## src/rtl/pattern_tx_if.sv

```systemverilog
// ============================================================================
// pattern_tx_if : request/serial-output bundle for pattern_tx
// Revision      : 1.0
// ============================================================================
`default_nettype none

interface pattern_tx_if #(
  parameter int PW = 4
);
  logic          start;
  logic [PW-1:0] pattern;
  logic [3:0]    count;
  logic          stop;
  logic          x;
  logic          valid;
  logic          busy;
  logic          done;

  modport master (
    output start, pattern, count, stop,
    input  x, valid, busy, done
  );

  modport slave (
    input  start, pattern, count, stop,
    output x, valid, busy, done
  );
endinterface

`default_nettype wire

```

## src/rtl/pattern_tx.sv

```systemverilog
// ============================================================================
// pattern_tx : serial burst transmitter, MSB first, count frames of PW bits.
// Option     : define PATTERN_TX_GAP_EN to insert one idle cycle between frames.
// Revision   : 1.0
// ============================================================================
`default_nettype none

module pattern_tx #(
  parameter int            PW        = 4,
  parameter logic [PW-1:0] RESET_PAT = 4'b1001
) (
  input  wire logic   clk,
  input  wire logic   reset,
  pattern_tx_if.slave bus
);

  localparam int            BW       = (PW > 1) ? $clog2(PW) : 1;
  localparam logic [BW-1:0] LAST_BIT = BW'(PW - 1);

  typedef enum logic [1:0] {
    IDLE  = 2'd0,
    SHIFT = 2'd1,
    GAP   = 2'd2,
    DONE  = 2'd3
  } state_t;

  state_t        state_q, state_d;
  logic [PW-1:0] sr_q, sr_d;
  logic [PW-1:0] pat_q, pat_d;
  logic [3:0]    frames_q, frames_d;
  logic [BW-1:0] bit_q, bit_d;
  logic          stop_q, stop_d;

  logic          x_w, valid_w, busy_w, done_w;
  logic          stop_seen_w;

  always_ff @(posedge clk) begin
    if (reset) begin
      state_q  <= IDLE;
      sr_q     <= RESET_PAT;
      pat_q    <= RESET_PAT;
      frames_q <= 4'd0;
      bit_q    <= '0;
      stop_q   <= 1'b0;
    end else begin
      state_q  <= state_d;
      sr_q     <= sr_d;
      pat_q    <= pat_d;
      frames_q <= frames_d;
      bit_q    <= bit_d;
      stop_q   <= stop_d;
    end
  end

  // A stop arriving on the last bit of a frame must still end the burst there.
  assign stop_seen_w = stop_q | bus.stop;

  always_comb begin
    state_d  = state_q;
    sr_d     = sr_q;
    pat_d    = pat_q;
    frames_d = frames_q;
    bit_d    = bit_q;
    stop_d   = stop_q;
    x_w      = 1'b0;
    valid_w  = 1'b0;
    busy_w   = 1'b0;
    done_w   = 1'b0;

    case (state_q)
      IDLE: begin
        if (bus.start && (bus.count != 4'd0)) begin
          pat_d    = bus.pattern;
          sr_d     = bus.pattern;
          frames_d = bus.count;
          bit_d    = '0;
          state_d  = SHIFT;
        end
      end

      SHIFT: begin
        x_w     = sr_q[PW-1];
        valid_w = 1'b1;
        busy_w  = 1'b1;
        stop_d  = stop_seen_w;
        sr_d    = sr_q << 1;
        bit_d   = bit_q + BW'(1);
        if (bit_q == LAST_BIT) begin
          bit_d    = '0;
          sr_d     = pat_q;
          frames_d = frames_q - 4'd1;
          if ((frames_q != 4'd1) && !stop_seen_w) begin
`ifdef PATTERN_TX_GAP_EN
            state_d = GAP;
`else
            state_d = SHIFT;
`endif
          end else begin
            state_d = DONE;
          end
        end
      end

      GAP: begin
        busy_w  = 1'b1;
        stop_d  = stop_seen_w;
        state_d = SHIFT;
      end

      DONE: begin
        done_w  = 1'b1;
        stop_d  = 1'b0;
        state_d = IDLE;
      end

      default: state_d = IDLE;
    endcase
  end

  assign bus.x     = x_w;
  assign bus.valid = valid_w;
  assign bus.busy  = busy_w;
  assign bus.done  = done_w;

endmodule

`default_nettype wire

```

## src/flat_wrapper.sv

```systemverilog
// flat-port wrapper written by rule: the top's interface ports become plain ports
module pattern_tx_flat 
#(
  parameter int            PW        = 4,
  parameter logic [PW-1:0] RESET_PAT = 4'b1001
)
  (clk, reset, bus_start, bus_pattern, bus_count, bus_stop, bus_x, bus_valid, bus_busy, bus_done);
  pattern_tx_if #(.PW(PW)) bus_i ();
  input  wire logic clk;
  input  wire logic reset;
  input wire logic [$bits(bus_i.start)-1:0] bus_start;
  input wire logic [$bits(bus_i.pattern)-1:0] bus_pattern;
  input wire logic [$bits(bus_i.count)-1:0] bus_count;
  input wire logic [$bits(bus_i.stop)-1:0] bus_stop;
  output wire logic [$bits(bus_i.x)-1:0] bus_x;
  output wire logic [$bits(bus_i.valid)-1:0] bus_valid;
  output wire logic [$bits(bus_i.busy)-1:0] bus_busy;
  output wire logic [$bits(bus_i.done)-1:0] bus_done;
  assign bus_i.start = bus_start;
  assign bus_i.pattern = bus_pattern;
  assign bus_i.count = bus_count;
  assign bus_i.stop = bus_stop;
  assign bus_x = bus_i.x;
  assign bus_valid = bus_i.valid;
  assign bus_busy = bus_i.busy;
  assign bus_done = bus_i.done;
  pattern_tx #(.PW(PW), .RESET_PAT(RESET_PAT)) u_core (.clk(clk), .reset(reset), .bus(bus_i));
endmodule
```

## config.mk

```make
export PLATFORM = sky130hd
export DESIGN_NAME = pattern_tx_flat
export DESIGN_NICKNAME = d
export VERILOG_FILES = /design/src/rtl/pattern_tx_if.sv /design/src/rtl/pattern_tx.sv /design/src/flat_wrapper.sv
export SDC_FILE = /design/constraint.sdc
export NUM_CORES = 1
export LEC_CHECK = 0
export ABC_AREA = 1
export BUFFER_PORTS_ARGS = -buffer_cell sky130_fd_sc_hd__buf_2
export CORE_UTILIZATION = 24
export CTS_CLUSTER_SIZE = 24
export DETAILED_ROUTE_END_ITERATION = 6
export PLACE_DENSITY = 0.4
export SKIP_CTS_REPAIR_TIMING = 1
export SLEW_MARGIN = 20
export SYNTH_ARGS = -nofsm -noshare
export SYNTH_HDL_FRONTEND = slang
export SYNTH_SLANG_ARGS = --single-unit
```

## constraint.sdc

```tcl
create_clock -name clk -period 1.6 [get_ports clk]
set_input_delay 0.08 -clock clk [delete_from_list [all_inputs] [get_ports clk]]
set_output_delay 0.08 -clock clk [all_outputs]
set_load 0.005 [all_outputs]
```

; Word level (Yosys, flattened, before mapping)
; Cells that the tools add are included.
[totals]
ff_bits = 17
mem_bits_rw = 0
mem_count = 0
elab_cells = 46
latch_bits = 0
mem_bits_ro = 0
[classes]
n_eq_ne = 7
n_mul = 0
n_mux = 18
div_mod_pow = 0
n_shift = 0
reduce_logical = 12
bitwise_logic = 1
magnitude_cmp = 0
n_addsub = 2
[ops]
columns = operator, count
row1 = $mux 4, 4
row2 = $pmux 4 s2, 2
row3 = $mux 2, 5
row4 = $pmux 2 s4, 1
row5 = $eq 2x2->1 const B, 3
row6 = $reduce_and 2->1, 3
row7 = $mux 1, 4
row8 = $ne 2x1->1 const B, 2
row9 = $ne 4x1->1 const B, 1
row10 = $pmux 2 s2, 1
row11 = $reduce_bool 2->1, 2
row12 = $reduce_bool 4->1, 1
row13 = $sub 4x1->4 const B, 1
row14 = $reduce_and 3->1, 1
row15 = $add 2x1->2 const B, 1
row16 = $eq 2x1->1 const B, 1
row17 = $logic_and 1x1->1, 2
row18 = $logic_not 2->1, 1
row19 = $pmux 1 s2, 1
row20 = $reduce_or 2->1, 1
row21 = $logic_not 1->1, 1
row22 = $or 1x1->1, 1

; Depth between registers and ports, before layout
; Gate-level depths: netlist of run 1.
[logic_depth]
ltp_word = 6
depth_mapped = 9
ltp_nobuf = 9

; Least setup slack after synthesis of run 1
; OpenSTA, ideal clock, no wires.
[synth_timing]
path_type = register to register
startpoint = register u_core.state_q[1]
endpoint = register u_core.frames_q[1]
arrival_time_ns = 1.221
path_stages_with_launch = 10
setup_time_ns = 0.116
path_slack_ns = 0.263
required_time_ns = 1.484
cell_sequence = dfxtp_1 -> inv_1 -> ha_1 -> inv_2 -> buf_6 -> nand2_1 -> o21ai_1 -> nand3b_1 -> nand2_1 -> nor2_2
[synth_between]
elab_chain_len = 3
word_cells_on_any_way = 7
[synth_lines]
columns = element, line_no
row1 = start: declaration, pattern_tx.sv:27  ; state_t state_q, state_d;
row2 = start signal: assignment, pattern_tx.sv:46  ; state_q <= state_d;
row3 = $eq 2x1->1 or $logic_not 2->1 (tied branches), pattern_tx.sv:70  ; case (state_q)
row4 = $ne 2x1->1 (no line) or $reduce_bool 2->1 (tied branches), --
row5 = $reduce_and 3->1 (no line), --
row6 = end signal: assignment, pattern_tx.sv:49  ; frames_q <= frames_d;
row7 = end: declaration, pattern_tx.sv:30  ; logic [3:0] frames_q, frames_d;
; Several ways; a longest one is shown, not always the timed one.
; A chain may end at the register's enable or synchronous reset.

; Final worst setup path of run 1
[layout_timing]
startpoint = register u_core.state_q[0]
endpoint = register u_core.pat_q[3]
[layout_between]
elab_chain_len = 2
[layout_lines]
columns = element, line_no
row1 = $logic_not 2->1, pattern_tx.sv:70
row2 = $reduce_and 2->1 (no line), --
row3 = end signal: assignment, pattern_tx.sv:48  ; pat_q <= pat_d;
row4 = end: declaration, pattern_tx.sv:29  ; logic [PW-1:0] pat_q, pat_d;
; Every way passes these cells.

==> results of run 1 <==
-- worst max-delay path, cell delays in order, from the launching register on --
cell and delay (ps):
dfxtp_1 400, inv_1 80, ha_1 260, nand3_1 180
buf_4 200, inv_2 60, nand2_1 50, nand3_1 60
-- stage by stage --
step	hold slack [ps]	instances	total power, mW	setup WS (ps)	util, %
3_5_place_dp	309.2	203	0.7868	73.74	28.96
4_1_cts	41.68	207	1.135	67.52	30.19
6_report	43.07	207	1.117	176.4	30.46
5_1_grt	55.46	207	1.204	29.76	30.46
2_1_floorplan	193.2	141	0.7181	262.5	-
3_3_place_gp	301.1	203	0.7902	129.6	28.96
-- cell usage after synthesis, drive strengths merged --
cell | count | area share (%)
inv | 12 | 4.6
buf | 4 | 3.6
nand2 | 48 | 19
clkinv | 1 | 0.39
ha | 7 | 9.0
a21oi | 12 | 6.6
a22o | 1 | 0.90
o21ai | 4 | 2.1
nand3 | 18 | 9.3
nand3b | 2 | 1.5
nor2 | 14 | 7.0
dfxtp | 17 | 35
nor3 | 1 | 0.52
-- power breakdown --
group | total, mW | switching (mW) | internal (mW)
combinational | 0.283 | 0.170 | 0.113
sequential | 0.498 | 0.0318 | 0.466
clock | 0.336 | 0.163 | 0.173
total | 1.12 | 0.365 | 0.752
-- kinds of logic (layout without fill, tap and decap cells) --
| kind of cell | Yosys count | in the layout | synth area share, % |
|---|---|---|---|
| flip-flops | 17 | 17 | 35.10 |
| AO/OA/AOI/OAI | 17 | 17 | 9.549 |
| adder cells (fa/ha/maj) | 7 | 7 | 9.032 |
| buffers and inverters | 17 | 35 | 8.644 |
| AND/OR/NAND/NOR | 83 | 83 | 37.68 |
-- placed cells by master (no fill, tap or decap) --
cell type	netlist	final
dfxtp_1	17	17
clkbuf_8	0	3
ha_1	7	6
o21ai_1	4	4
inv_4	0	1
buf_4	1	3
buf_2	1	15
clkinv_2	0	1
nand3_1	18	18
nand2_1	45	45
nor2_1	10	10
nor2_4	1	1
nand2_4	0	1
inv_1	9	9
ha_2	0	1
inv_2	3	2
nand3b_1	2	2
a22o_1	1	1
nor2_2	3	3
clkinv_1	1	1
a21oi_1	11	11
a21oi_2	1	1
nor3_1	1	1
nand2_2	3	2
-- routing by layer --
layer  share of wire, %  global-route usage, %  wire, um  vias up
li1                   -                      -         -      486
met1                 49                  16.00      1102      412
met2                 46                  18.17      1034       13
met3                3.9                  2.431        88        5
met4                1.9                  6.522        44        0
met5                  0                      0         0        -
-- registers in the layout, indices dropped and copies added (netlist names) --
register and count:
u_core.bit_q 2, u_core.frames_q 4, u_core.pat_q 4, u_core.stop_q 1, u_core.state_q 2, u_core.sr_q 4
-- area by class of cell --
cell class / count / area (um2)
clock inverter: 1 / 5.005
fill: 421 / 2623
timing repair buffer: 18 / 97.59
clock buffer: 3 / 41.29
multi-input combinational: 107 / 553.0
inverter: 13 / 51.30
tap: 48 / 60.06
sequential: 17 / 340.3
-- how the worst min path moves through the flow --
stage                              start                      endpoint  slack (ps)  depth (start not counted)
after CTS                 bus_pattern[0]  u_core.pat_q[0]$_SDFFE_PP1P_          40                          3
after floorplan           bus_pattern[0]  u_core.pat_q[0]$_SDFFE_PP1P_         190                          2
after detailed placement  bus_pattern[3]  u_core.pat_q[3]$_SDFFE_PP1P_         310                          3
after global routing      bus_pattern[0]  u_core.pat_q[0]$_SDFFE_PP1P_          60                          3
final                     bus_pattern[3]  u_core.pat_q[3]$_SDFFE_PP1P_          40                          3
after global placement    bus_pattern[3]  u_core.pat_q[3]$_SDFFE_PP1P_         300                          3
==> reports/metrics.sh, run 1 <==
MIN-DELAY-PATH-CLASS='in -> reg'
GRT_PASS1_VIAS=850
CRITPATHMAXFANOUT=10
FINALSETUPVIOLATIONS=0
STATUS='finished clean'
CLK_LAT_WORST_SKEW_PS=260
YOSYS.CELL_TYPES.COUNT=20
ANT_NETS=0
POSTLAYOUTCELLAREA_UM2=1149
POWERDENSITY_nW_PER_UM2=972.3
GLOBALPLACE.CONGESTION=0.8144
DRT-WIRELENGTH-PER-CELL_UM=10.96
DIE_HEIGHT_UM=65.57
FIRST_ITER_VIOLATIONS=32
ENDPOINT_OF_THE_WORST_SETUP_TIMING_PATH='u_core.pat_q[3]$_SDFFE_PP1P_'
FIN_CRIT_PS=1424
YOSYSSEQAREASHARE_PCT=35.10
ACHIEVABLE-FREQUENCY_GHz=0.7025
CTS-HTREE-LEVELS=1
ROUTE.DETAILED.DRC=0
TRITONCTS.NUM_BUFFERS=3
R2R_END='u_core.pat_q[3]$_SDFFE_PP1P_'
SYN_AVG_CELL_AREA_UM2=6.877
FINISH.NET_COUNT=179
DIODES=0
POWER.LEAKAGE_nW=0.5584
CHIPWIDTH_UM=65.57
PORT_BUFFERS=15
SKEW_PS=1.019
REG2REGPATHDEPTH=7
TRITONCTS_NUM_SINKS=17
CRIT_PATH_END_KIND='flip-flop'
GRT_START_MAX_NET_PINS=13
POST_DP_CELL_AREA_UM2=1092
WORST_SLEW_PIN_SLEW_PS=301.0
R2R_START='u_core.state_q[0]$_SDFFE_PP0P_'
RSZ0062_AT_GRT='false'
MAX_CAP_VIOLATIONS=0
WORST_EP_ARRIVAL_TIME_PS=1560
FINALWIRELENGTH_UM=2269
ROW_COUNT=22
VIASPERCELL=4.425
NETLIST_INSTANCES=141
YOSYS_REGISTER_BITS=17
AREA.GROWTH.SYNTH_TO_FINAL_PCT=18.45
STARTPOINT_OF_THE_MOST_CRITICAL_SETUP_PATH='u_core.state_q[0]$_SDFFE_PP0P_'
CTS_TREE='done'
GR-USAGE-ALL-LAYERS_PCT=12.08
GRT_PASS1_WL_UM=3891
TIMING.FINAL.HOLD_VIOLATIONS=0
VDD_IR_DROP_MAX_mV=0.2703
CRITICAL_PATH.STARTPOINT_TYPE='flip-flop'
SYNTH_WARN=0
CRIT_TYPE='reg -> reg'
CRIT_REQUIRED_PS=1740
TOP_LEVEL_PORTS=16
RRSETUPSLACK_PS=180
GRT.OVERFLOW.TOTAL=0
DR.PASS1.ITERS=4
DP_HPWL_UM=1722
CORE_AREA_UM2=3771
SETUP_TNS_PS=0
CTS.REPORTEDPATHS.CLKPINSLEW_PS=70
FINAL_LAYOUT_SIZE_SUFFIX_GT1_SHARE_PCT=21.38
SYN-NUM-NETS=160
ROUTED-VIA-COUNT=916
RELSLEWSLACK_PCT=79.81
PERIOD_SHARE_PCT=88.97
FP.DIEAREA_UM2=4299
CTS_BUFFER_DEPTH=2
GRT_ANTENNA_BEFORE_REPAIR=0
CTSROOTBUFFERMASTER='clkbuf_8'
PINS_OVER_THEIR_SLEW_LIMIT=0
INITIAL_UTILIZATION_PCT=25.71
SYN-CELL-AREA_UM2=969.7
(Power assumes the default switching activity.)
==> run 2: changes to the inputs <==
ABC_CLOCK_PERIOD_IN_PS = 1600   (was not set)
CAP_MARGIN = 15   (was not set)
CORE_UTILIZATION = 40   (was 24)
PLACE_DENSITY = 0.59   (was 0.4)
==> run 2 against run 1 <==
Effect of this change: the flow now finishes with violations (negative hold slack); via count is 0.22% higher; wire length is 9.8% lower; register-to-register slack worse by 70 ps; clock skew hardly changed; highest routed layer unchanged.
==> reports/metrics.sh, run 2 (synthesis gave the netlist of run 1 again) <==
STATUS='complete, but fails checks'
VDD_IR_DROP_MAX_mV=0.5002  # +85%
DIE_HEIGHT_UM=51.24  # -22%
AREA.GROWTH.SYNTH_TO_FINAL_PCT=11.87
FIRST_ITER_VIOLATIONS=30  # -6.3%
SETUP_WS_PS=103.6  # -72.86 ps
GRT.OVERFLOW.TOTAL=0  # unchanged
DRT-WIRELENGTH-PER-CELL_UM=11.06  # +0.90%
GLOBAL_ROUTE.USAGE.MET1_PCT=23.64  # +7.6 points
SETUP_TNS_PS=0  # unchanged
FIN_CELLS=185  # -11%
MOST_CONGESTED_LAYER_REPORTED_BY_GLOBAL_ROUTING='met2'
MAX_CAP_VIOLATIONS=0  # unchanged
MIN-DELAY-PATH-CLASS='in -> reg'
POWERDENSITY_nW_PER_UM2=930.7  # -4.3%
FINISH.UTILIZATION_PCT=48.11  # +18 points
POWER.LEAKAGE_nW=0.5399  # -3.3%
GLOBALPLACE.CONGESTION=0.8342  # +2.4%
GLOBAL_ROUTE.USAGE.MET3_PCT=3.571  # +1.1 points
CTS-HTREE-LEVELS=1  # unchanged
GRT_ANTENNA_BEFORE_REPAIR=0  # unchanged
CHIPWIDTH_UM=51.24  # -22%
ROUTED-VIA-COUNT=918  # +0.22%
POSTLAYOUTCELLAREA_UM2=1085  # -5.6%
MOST_FREQUENT_CELL_ON_THE_CRITICAL_PATH='nand2_2'
DP_HPWL_UM=1537  # -11%
VIASPERCELL=4.962  # +12%
ROW_COUNT=17  # -23%
LAYOUT.CELLS.MOST_COMMON='nand2_1'
CRIT_REQUIRED_PS=1810  # +70 ps
CRITPATHMAXFANOUT=11  # +1
PINS_OVER_THEIR_SLEW_LIMIT=0  # unchanged
GRT_UTIL_MET2_PCT=28.51  # +10 points
CTSROOTBUFFERMASTER='clkbuf_4'
CRITICAL_PATH_BUFFER_AND_INVERTER_COUNT=2  # -1
TRITONCTS.NUM_BUFFERS=3  # unchanged
PORT_BUFFERS=15  # unchanged
SKEW_PS=1.197  # +0.1780 ps
RSZ0062_AT_GRT='false'
FIN_CRIT_PS=1496  # +72.86 ps
DP_SLACK_PS=49.81  # -23.93 ps
TOP_LEVEL_PORTS=16  # unchanged
PERIOD_SHARE_PCT=93.53  # +4.6 points
GRT_PASS1_VIAS=843  # -0.82%
TIMING.FINAL.HOLD_VIOLATIONS=2  # +2
WORST_SLEW_PIN_SLEW_PS=288.6  # -12.37 ps
CTS_BUFFER_DEPTH=2  # unchanged
FINAL_LAYOUT_SIZE_SUFFIX_GT1_SHARE_PCT=20.38  # -1.0 points
ANT_NETS=0  # unchanged
FINALWIRELENGTH_UM=2046  # -9.8%
CLK_LAT_WORST_SKEW_PS=300  # +40 ps
FAMILY_WITH_THE_MOST_DELAY_ON_THE_WORST_PATH='simple AND/OR/NAND/NOR gates'
CRIT_TYPE='reg -> reg'
FINALSETUPVIOLATIONS=0  # unchanged
TRITONCTS_NUM_SINKS=17  # unchanged
GR-USAGE-ALL-LAYERS_PCT=18.24  # +6.2 points
CRITICAL_PATH.MAX_STAGE_DELAY_PS=400  # about the same
FP.DIEAREA_UM2=2625  # -39%
CTS.REPORTEDPATHS.CLKPINSLEW_PS=100  # +30 ps
CRIT_PATH_END_KIND='flip-flop'
CRITICAL_PATH.STARTPOINT_TYPE='flip-flop'
FINISH.NET_COUNT=177  # -1.1%
CRIT_SLOWEST_CELL='dfxtp_1'
PLACED_CELLS_INCL_TAPS=181  # -11%
ACHIEVABLE-FREQUENCY_GHz=0.6683  # -4.9%
CTS_TREE='done'
RELSLEWSLACK_PCT=80.64  # +0.83 points
ROUTE.DETAILED.DRC=0  # unchanged
INITIAL_UTILIZATION_PCT=43.01  # +17 points
GRT_PASS1_WL_UM=3491  # -10%
DIODES=0  # unchanged
CRIT_PATH_CELL_TRACE='inv_1, ha_1, inv_1, nand2_2, nand2_2, nand2_2, nor2_1, nor2_2'
CORE_AREA_UM2=2255  # -40%
DR.PASS1.ITERS=4  # unchanged
VIOLATED_CHECKS='negative hold slack'
GRT_START_MAX_NET_PINS=13  # unchanged
FINAL_CELL_MIX='45 x nand2_1, 18 x nand3_1, 17 x dfxtp_1'
REG.LARGEST.LIST='u_core.frames_q: 4 flops, u_core.pat_q: 4 flops, u_core.sr_q: 4 flops'
REPORT.POWER.TOTAL_mW=1.010  # -9.6%
HOLD_WS_PS=-14.64  # -57.71 ps
WORST_EP_ARRIVAL_TIME_PS=1700  # +140 ps
POST_DP_CELL_AREA_UM2=1052  # -3.7%
## run 2: cell types whose count changed in the layout (fill, tap and decap cells not counted), sizes merged
cell  previous run  this run
buf             18        16
## run 2: final cells by class
type | count | area (um2)
Clock inverter | 1 | 5.005
Timing Repair Buffer | 16 | 82.58
Tap cell | 28 | 35.03
Fill cell | 245 | 1170
Inverter | 13 | 51.30
Sequential cell | 17 | 340.3
Multi-Input combinational cell | 107 | 548.0
Clock buffer | 3 | 22.52
## run 2: worst register-to-register path, cell delays in order, from the launching register on
cell and delay (ps):
dfxtp_1 400, inv_1 80, ha_1 250, inv_1 80
nand2_2 100, nand2_2 210, nand2_2 100, nor2_1 130
nor2_2 50
## run 2: worst paths after layout
| path | start | end | slack [ps] | cells past startpoint |
|---|---|---|---|---|
| hold reg to reg | u_core.pat_q[1]$_SDFFE_PP0P_ | u_core.pat_q[1]$_SDFFE_PP0P_ | 480 | 2 |
| hold / removal | bus_pattern[0] | u_core.pat_q[0]$_SDFFE_PP1P_ | -10 | 3 |
| setup reg to reg | u_core.state_q[0]$_SDFFE_PP0P_ | u_core.frames_q[2]$_SDFFE_PP0P_ | 100 | 8 |
| setup / recovery | u_core.state_q[0]$_SDFFE_PP0P_ | u_core.frames_q[2]$_SDFFE_PP0P_ | 100 | 8 |
## run 2: routing by layer
metal  part of all wire, %  routed length (um)
met1                    48                 992
met3                   3.4                  70
met5                     0                   0
met4                   2.3                  48
met2                    46                 935
## run 2: power breakdown
part           switching, mW  total [mW]  internal (mW)
combinational          0.167       0.273          0.106
sequential            0.0307       0.496          0.466
clock                  0.147       0.240         0.0933
